--- src/rtl/pipe_hazard_ctrl.sv ---
// pipe_hazard_ctrl: stall/flush scheduler for the 5-stage integer pipeline.
// It merges load-use hazards, multi-cycle EX operations and taken branches
// into one per-stage stall vector, one bubble strobe and one flush strobe.
// A watchdog bounds multi-cycle waits, and a saturating counter tracks
// stalled cycles.
//
// Strobe semantics: ex_mc_start_i and ex_branch_taken_i are single-cycle
// pulses that are sampled only in RUN. ex_mc_done_i is sampled only in
// MC_WAIT. There is no backpressure: every pulse is consumed in the cycle
// it is presented, or it is dropped.
module pipe_hazard_ctrl #(
  parameter int REG_AW       = 5,
  parameter int FLUSH_CYCLES = 2,   // 1..7
  parameter int MC_TIMEOUT   = 64,  // 2..255
  parameter int CNT_W        = 32
) (
  input  logic              clk,
  input  logic              rst,
  input  logic              id_reg1_read_i,
  input  logic              id_reg2_read_i,
  input  logic [REG_AW-1:0] id_reg1_addr_i,
  input  logic [REG_AW-1:0] id_reg2_addr_i,
  input  logic              ex_is_load_i,
  input  logic              ex_wd_i,
  input  logic [REG_AW-1:0] ex_wreg_i,
  input  logic              ex_mc_start_i,
  input  logic              ex_mc_done_i,
  input  logic              ex_branch_taken_i,
  output logic [5:0]        stall_o,
  output logic              bubble_o,
  output logic              flush_o,
  output logic              timeout_o,
  output logic [1:0]        state_o,
  output logic [CNT_W-1:0]  stall_cnt_o
);

  typedef enum logic [1:0] {
    ST_RUN     = 2'd0,
    ST_MC_WAIT = 2'd1,
    ST_FLUSH   = 2'd2,
    ST_UNUSED  = 2'd3
  } state_t;

  // Stall patterns: a load-use hazard holds PC/IF/ID; a multi-cycle op
  // also holds EX.
  localparam logic [5:0] STALL_LU = 6'b000111;
  localparam logic [5:0] STALL_MC = 6'b001111;

  localparam logic [2:0] FLUSH_LOAD = 3'(FLUSH_CYCLES);
  localparam logic [7:0] WD_LAST    = 8'(MC_TIMEOUT - 1);

  state_t            state_q;
  state_t            state_d;
  logic [2:0]        flush_cnt_q;
  logic [7:0]        wd_cnt_q;
  logic              flush_q;
  logic              timeout_q;
  logic [CNT_W-1:0]  stall_cnt_q;

  logic              load_use_hit;
  logic [5:0]        stall_c;
  logic              bubble_c;
  logic              flush_load;
  logic              flush_dec;
  logic              wd_clr;
  logic              wd_inc;
  logic              set_timeout;

  // Load-use hazard: the ID stage reads the register that a load in EX is
  // about to write. Register 0 is hardwired to zero, so it never conflicts.
  always_comb begin
    load_use_hit = 1'b0;
    if (ex_is_load_i && ex_wd_i && (ex_wreg_i != '0)) begin
      load_use_hit = (id_reg1_read_i && (id_reg1_addr_i == ex_wreg_i)) ||
                     (id_reg2_read_i && (id_reg2_addr_i == ex_wreg_i));
    end
  end

  // Next-state logic and combinational stall/bubble outputs.
  always_comb begin
    state_d     = state_q;
    stall_c     = 6'b000000;
    bubble_c    = 1'b0;
    flush_load  = 1'b0;
    flush_dec   = 1'b0;
    wd_clr      = 1'b0;
    wd_inc      = 1'b0;
    set_timeout = 1'b0;
    case (state_q)
      ST_RUN: begin
        // Priority is branch > mc_start > load-use. On a branch, the
        // instruction in ID is squashed, so its hazards do not matter.
        if (ex_branch_taken_i) begin
          state_d    = ST_FLUSH;
          flush_load = 1'b1;
        end else if (ex_mc_start_i) begin
          state_d = ST_MC_WAIT;
          wd_clr  = 1'b1;
          stall_c = STALL_MC;
        end else if (load_use_hit) begin
          stall_c  = STALL_LU;
          bubble_c = 1'b1;
        end
      end
      ST_MC_WAIT: begin
        stall_c = STALL_MC;
        wd_inc  = 1'b1;
        // If done and expiry arrive together, done wins.
        if (ex_mc_done_i) begin
          state_d = ST_RUN;
        end else if (wd_cnt_q == WD_LAST) begin
          state_d     = ST_FLUSH;
          set_timeout = 1'b1;
          flush_load  = 1'b1;
        end
      end
      ST_FLUSH: begin
        flush_dec = 1'b1;
        if (flush_cnt_q <= 3'd1) begin
          state_d = ST_RUN;
        end
      end
      default: begin
        state_d = ST_RUN;
      end
    endcase
    if (rst) begin
      stall_c  = 6'b000000;
      bubble_c = 1'b0;
    end
  end

  // State register, flush/watchdog counters, sticky timeout, and the
  // registered flush strobe.
  always_ff @(posedge clk) begin
    if (rst) begin
      state_q     <= ST_RUN;
      flush_cnt_q <= 3'd0;
      wd_cnt_q    <= 8'd0;
      flush_q     <= 1'b0;
      timeout_q   <= 1'b0;
    end else begin
      state_q <= state_d;
      flush_q <= (state_d == ST_FLUSH);
      if (flush_load) begin
        flush_cnt_q <= FLUSH_LOAD;
      end else if (flush_dec && (flush_cnt_q != 3'd0)) begin
        flush_cnt_q <= flush_cnt_q - 3'd1;
      end
      if (wd_clr) begin
        wd_cnt_q <= 8'd0;
      end else if (wd_inc) begin
        wd_cnt_q <= wd_cnt_q + 8'd1;
      end
      if (set_timeout) begin
        timeout_q <= 1'b1;
      end
    end
  end

  // Saturating count of stalled cycles.
  always_ff @(posedge clk) begin
    if (rst) begin
      stall_cnt_q <= '0;
    end else if ((stall_c != 6'b000000) && (stall_cnt_q != '1)) begin
      stall_cnt_q <= stall_cnt_q + 1'b1;
    end
  end

  assign stall_o     = stall_c;
  assign bubble_o    = bubble_c;
  assign flush_o     = flush_q;
  assign timeout_o   = timeout_q;
  assign state_o     = state_q;
  assign stall_cnt_o = stall_cnt_q;

endmodule

--- config.mk ---
export PLATFORM = sky130hd
export DESIGN_NAME = pipe_hazard_ctrl
export DESIGN_NICKNAME = d
export VERILOG_FILES = /design/src/rtl/pipe_hazard_ctrl.sv
export SDC_FILE = /design/constraint.sdc
export NUM_CORES = 1
export LEC_CHECK = 0
export BUFFER_PORTS_ARGS = -buffer_cell sky130_fd_sc_hd__buf_4
export CORE_AREA = 4 4 77 79
export CTS_BUF_LIST = sky130_fd_sc_hd__clkbuf_8
export CTS_CLUSTER_DIAMETER = 40
export DETAILED_ROUTE_END_ITERATION = 8
export DIE_AREA = 0 0 81 83
export PLACE_DENSITY = 0.71
export SLEW_MARGIN = 25
export SYNTH_ARGS = -nofsm -noshare
export SYNTH_HDL_FRONTEND = slang
export SYNTH_SLANG_ARGS = --single-unit
--- constraint.sdc ---
create_clock -name clk -period 3.6 [get_ports clk]
set_input_delay 0.72 -clock clk [delete_from_list [all_inputs] [get_ports clk]]
set_output_delay 0.72 -clock clk [all_outputs]
set_load 0.05 [all_outputs]
==> impl_metrics.csv <==
group,metric,value,unit
routing,ant_nets,0,
synthesis,ys.flop_type,"dfxtp_1",
synthesis,yosysMostFrequentCell,"dfxtp_1",
die,die_area,0.006723,mm2
sta,setup_violations,0,
synthesis,syn_area,0.002570,mm2
outcome,status,"finished clean",
final_layout,area_growth_syn_to_layout,23.51,%
die,initial_core_util,48.15,%
synthesis,synth_cell_types,57,
synthesis,ys_async_sr_fraction,0,%
die,std_cell_rows,27,
placed_design,dp_slack,0.6548,ns
synthesis,synth_edf_count,0,
synthesis,yosysSeqAreaShare,36.61,%
hold_path,hold_class,"register to register",
final_layout,layout-drive-gt1-share,25.98,%
routing,dr.pass1.iters,4,
setup_path,cp_cell_sequence,"buf_4 -> or4_1 -> o211a_1 -> a21oi_2 -> inv_1 -> buf_4",
cts,cts_root_buf,"clkbuf_8",
setup_path,cp.required,2.88,ns
routing,finalWirelength,5781,um
setup_path,crit_type,"primary input to primary output",
sta,finClkSkew,0.003808,ns
synthesis,syn_area_per_cell,8.653,um2
cts,cts_sinks,47,
die,dieHeight,83,um
sta,layout_worst_path_cycle_share,81.51,%
cts,clk_pin_slew_worst_paths,0.09,ns
grt,grt_max_degree,38,
cts,cts_made_buffers,5,
cts,postCtsHoldBufs,0,
routing,drc,0,
power,p_leak,1.237,nW
power,p_per_area,313.2,mW/mm2
final_layout,antenna_cells,0,
synthesis,netlist_instances,297,
grt,grtUsageTotal,17.65,%
setup_path,slowest_stage,"or4_1",
sta,hold_viol,0,
sta,drv_slew,0,
routing,drtIter0Drc,92,
synthesis,synth.largest_area_cell,"dfxtp_1",
sta,worst_slack,0.6658,ns
cts,cts_resized,0,
setup_path,cp-end-kind,"primary output",
cts,cts_max_path_buffers,2,
grt,grt_pass1_vias,2140,
cts,worstSkewPairLatency,0.30,ns
placed_design,dp_hpwl,4397,um
final_layout,finish.utilization,59.47,%
grt,grt.overflow.total,0,
die,fp.coreArea,0.005338,mm2
placed_design,port_buffers,64,
setup_path,start_kind,"primary input",
synthesis,synth_common_cells,"47 x dfxtp_1, 30 x nor2_1, 26 x nand2_1",
grt,grt_pass1_wl,9722,um
sta,min_period,2.934,ns
setup_path,crit_fanout,6,
die,die_w,81,um
sta,tightestPinTransition,0.5752,ns
synthesis,synthTopCellsByArea,"dfxtp_1 37%, xnor2_1 5.8%, xor2_1 5.1%",
sta,timing.fmax,340.8,MHz
setup_path,critical-path-top-delay-family,"simple AND/OR/NAND/NOR gates",
setup_path,cpPeakStageDelay,0.57,ns
setup_path,cpMostUsedCell,"buf_4",
final_layout,fill_cells,488,
routing,wl_per_cell,13.44,um
sta,rsz0062_at_grt,"false",
cts,cts_tree,"yes",
sta,maxSlewHeadroom,61.39,%
synthesis,yosysWarnings,0,
routing,num_vias,2332,
cts,post-cts-setup-buffers,0,
final_layout,nets,386,
die,io_pins,67,
routing,vias_per_cell,5.423,
placed_design,gp_congestion,0.8079,
setup_path,crit_buf_inv,3,
cts,cts_max_level,2,
setup_path,worstPathArrival,2.21,ns
flow_run,drv_cap,0,
sta,tns,0,ns
synthesis,yosys_register_bits,47,
grt,antenna_found_initial,0,
synthesis,synth_top_area_share,36.61,%
power,ir_drop,0.2743,mV
-- path summary, 6_finish.rpt --
path	slack (ns)	from	to	cells after the start
setup / recovery	0.67	ex_wreg_i[1]	stall_o[0]	6
hold / removal	0.51	timeout_o	timeout_o	2
setup reg to reg	1.25	stall_cnt_o[0]	stall_cnt_o[18]	7
hold reg to reg	0.51	timeout_o	timeout_o	2
-- area by class of cell --
| type | count | area, um2 | area share (%) |
|---|---|---|---|
| multi-input cells | 230 | 1529 | 48.17 |
| flip-flops and latches | 47 | 940.9 | 29.64 |
| repair buffers | 66 | 495.5 | 15.61 |
| well taps | 72 | 90.09 | 2.838 |
| clock buffers | 5 | 68.82 | 2.168 |
| inverters | 7 | 26.28 | 0.8278 |
| clock inverters | 3 | 23.77 | 0.7489 |
-- kinds of logic after synthesis --
family	share of synthesized area (%)
AND/OR/NAND/NOR	31.31
other	0.1459
AO/OA/AOI/OAI	12.12
buffers and inverters	4.041
multiplexers	2.434
flip-flops	36.61
XOR/XNOR	10.91
adder cells (fa/ha/maj)	2.434
-- state kept, by name, indices dropped and copies added, names as in the netlist --
name         cells
flush_cnt_q      3
flush_o          1
stall_cnt_o     32
state_o          2
timeout_o        1
wd_cnt_q         8
-- per-stage QoR --
| stage | power (mW) | hold WS, ns | std cells | area (um2) |
|---|---|---|---|---|
| after floorplan | 0.6327 | 0.4666 | 298 | 2574 |
| after global placement | 0.6725 | 0.4752 | 422 | 3082 |
| after detailed placement | 0.6751 | 0.4806 | 422 | 3082 |
| after CTS | 1.006 | 0.5035 | 430 | 3174 |
| after global routing | 1.032 | 0.5282 | 430 | 3174 |
| final | 0.9941 | 0.5073 | 430 | 3174 |
-- cells in the final DEF (no fill, tap or decap), types with 7 or more instances in the layout --
cell type / instances
xnor2_1: 17
nand4_1: 18
nand3_1: 11
nor2_1: 30
o21ai_0: 7
a21oi_1: 13
buf_4: 66
inv_1: 7
dfxtp_1: 47
nand2_1: 26
xor2_1: 15
-- worst reg2reg max path, cell delays in order (launching register included) --
cell	delay, ns
dfxtp_1	0.38
ha_1	0.27
nand4_1	0.21
nor4_4	0.09
a32oi_2	0.35
nand2_2	0.26
nor4_1	0.33
mux2_2	0.37
-- metal layers --
layer / global-route usage (%) / wire (um) / vias to the layer above
met5: 0 / 0 / -
met4: 4.455 / 59 / 0
met3: 3.471 / 223 / 6
met2: 29.05 / 2769 / 44
met1: 23.40 / 2728 / 1086
li1: - / - / 1196
-- power by group --
group	internal, mW	leakage (nW)	switching, mW
combinational	0.0502	0.817	0.0791
clock	0.139	0.0408	0.193
sequential	0.525	0.379	0.00722
total	0.715	1.24	0.280
Power figures use the tool's default switching activity.
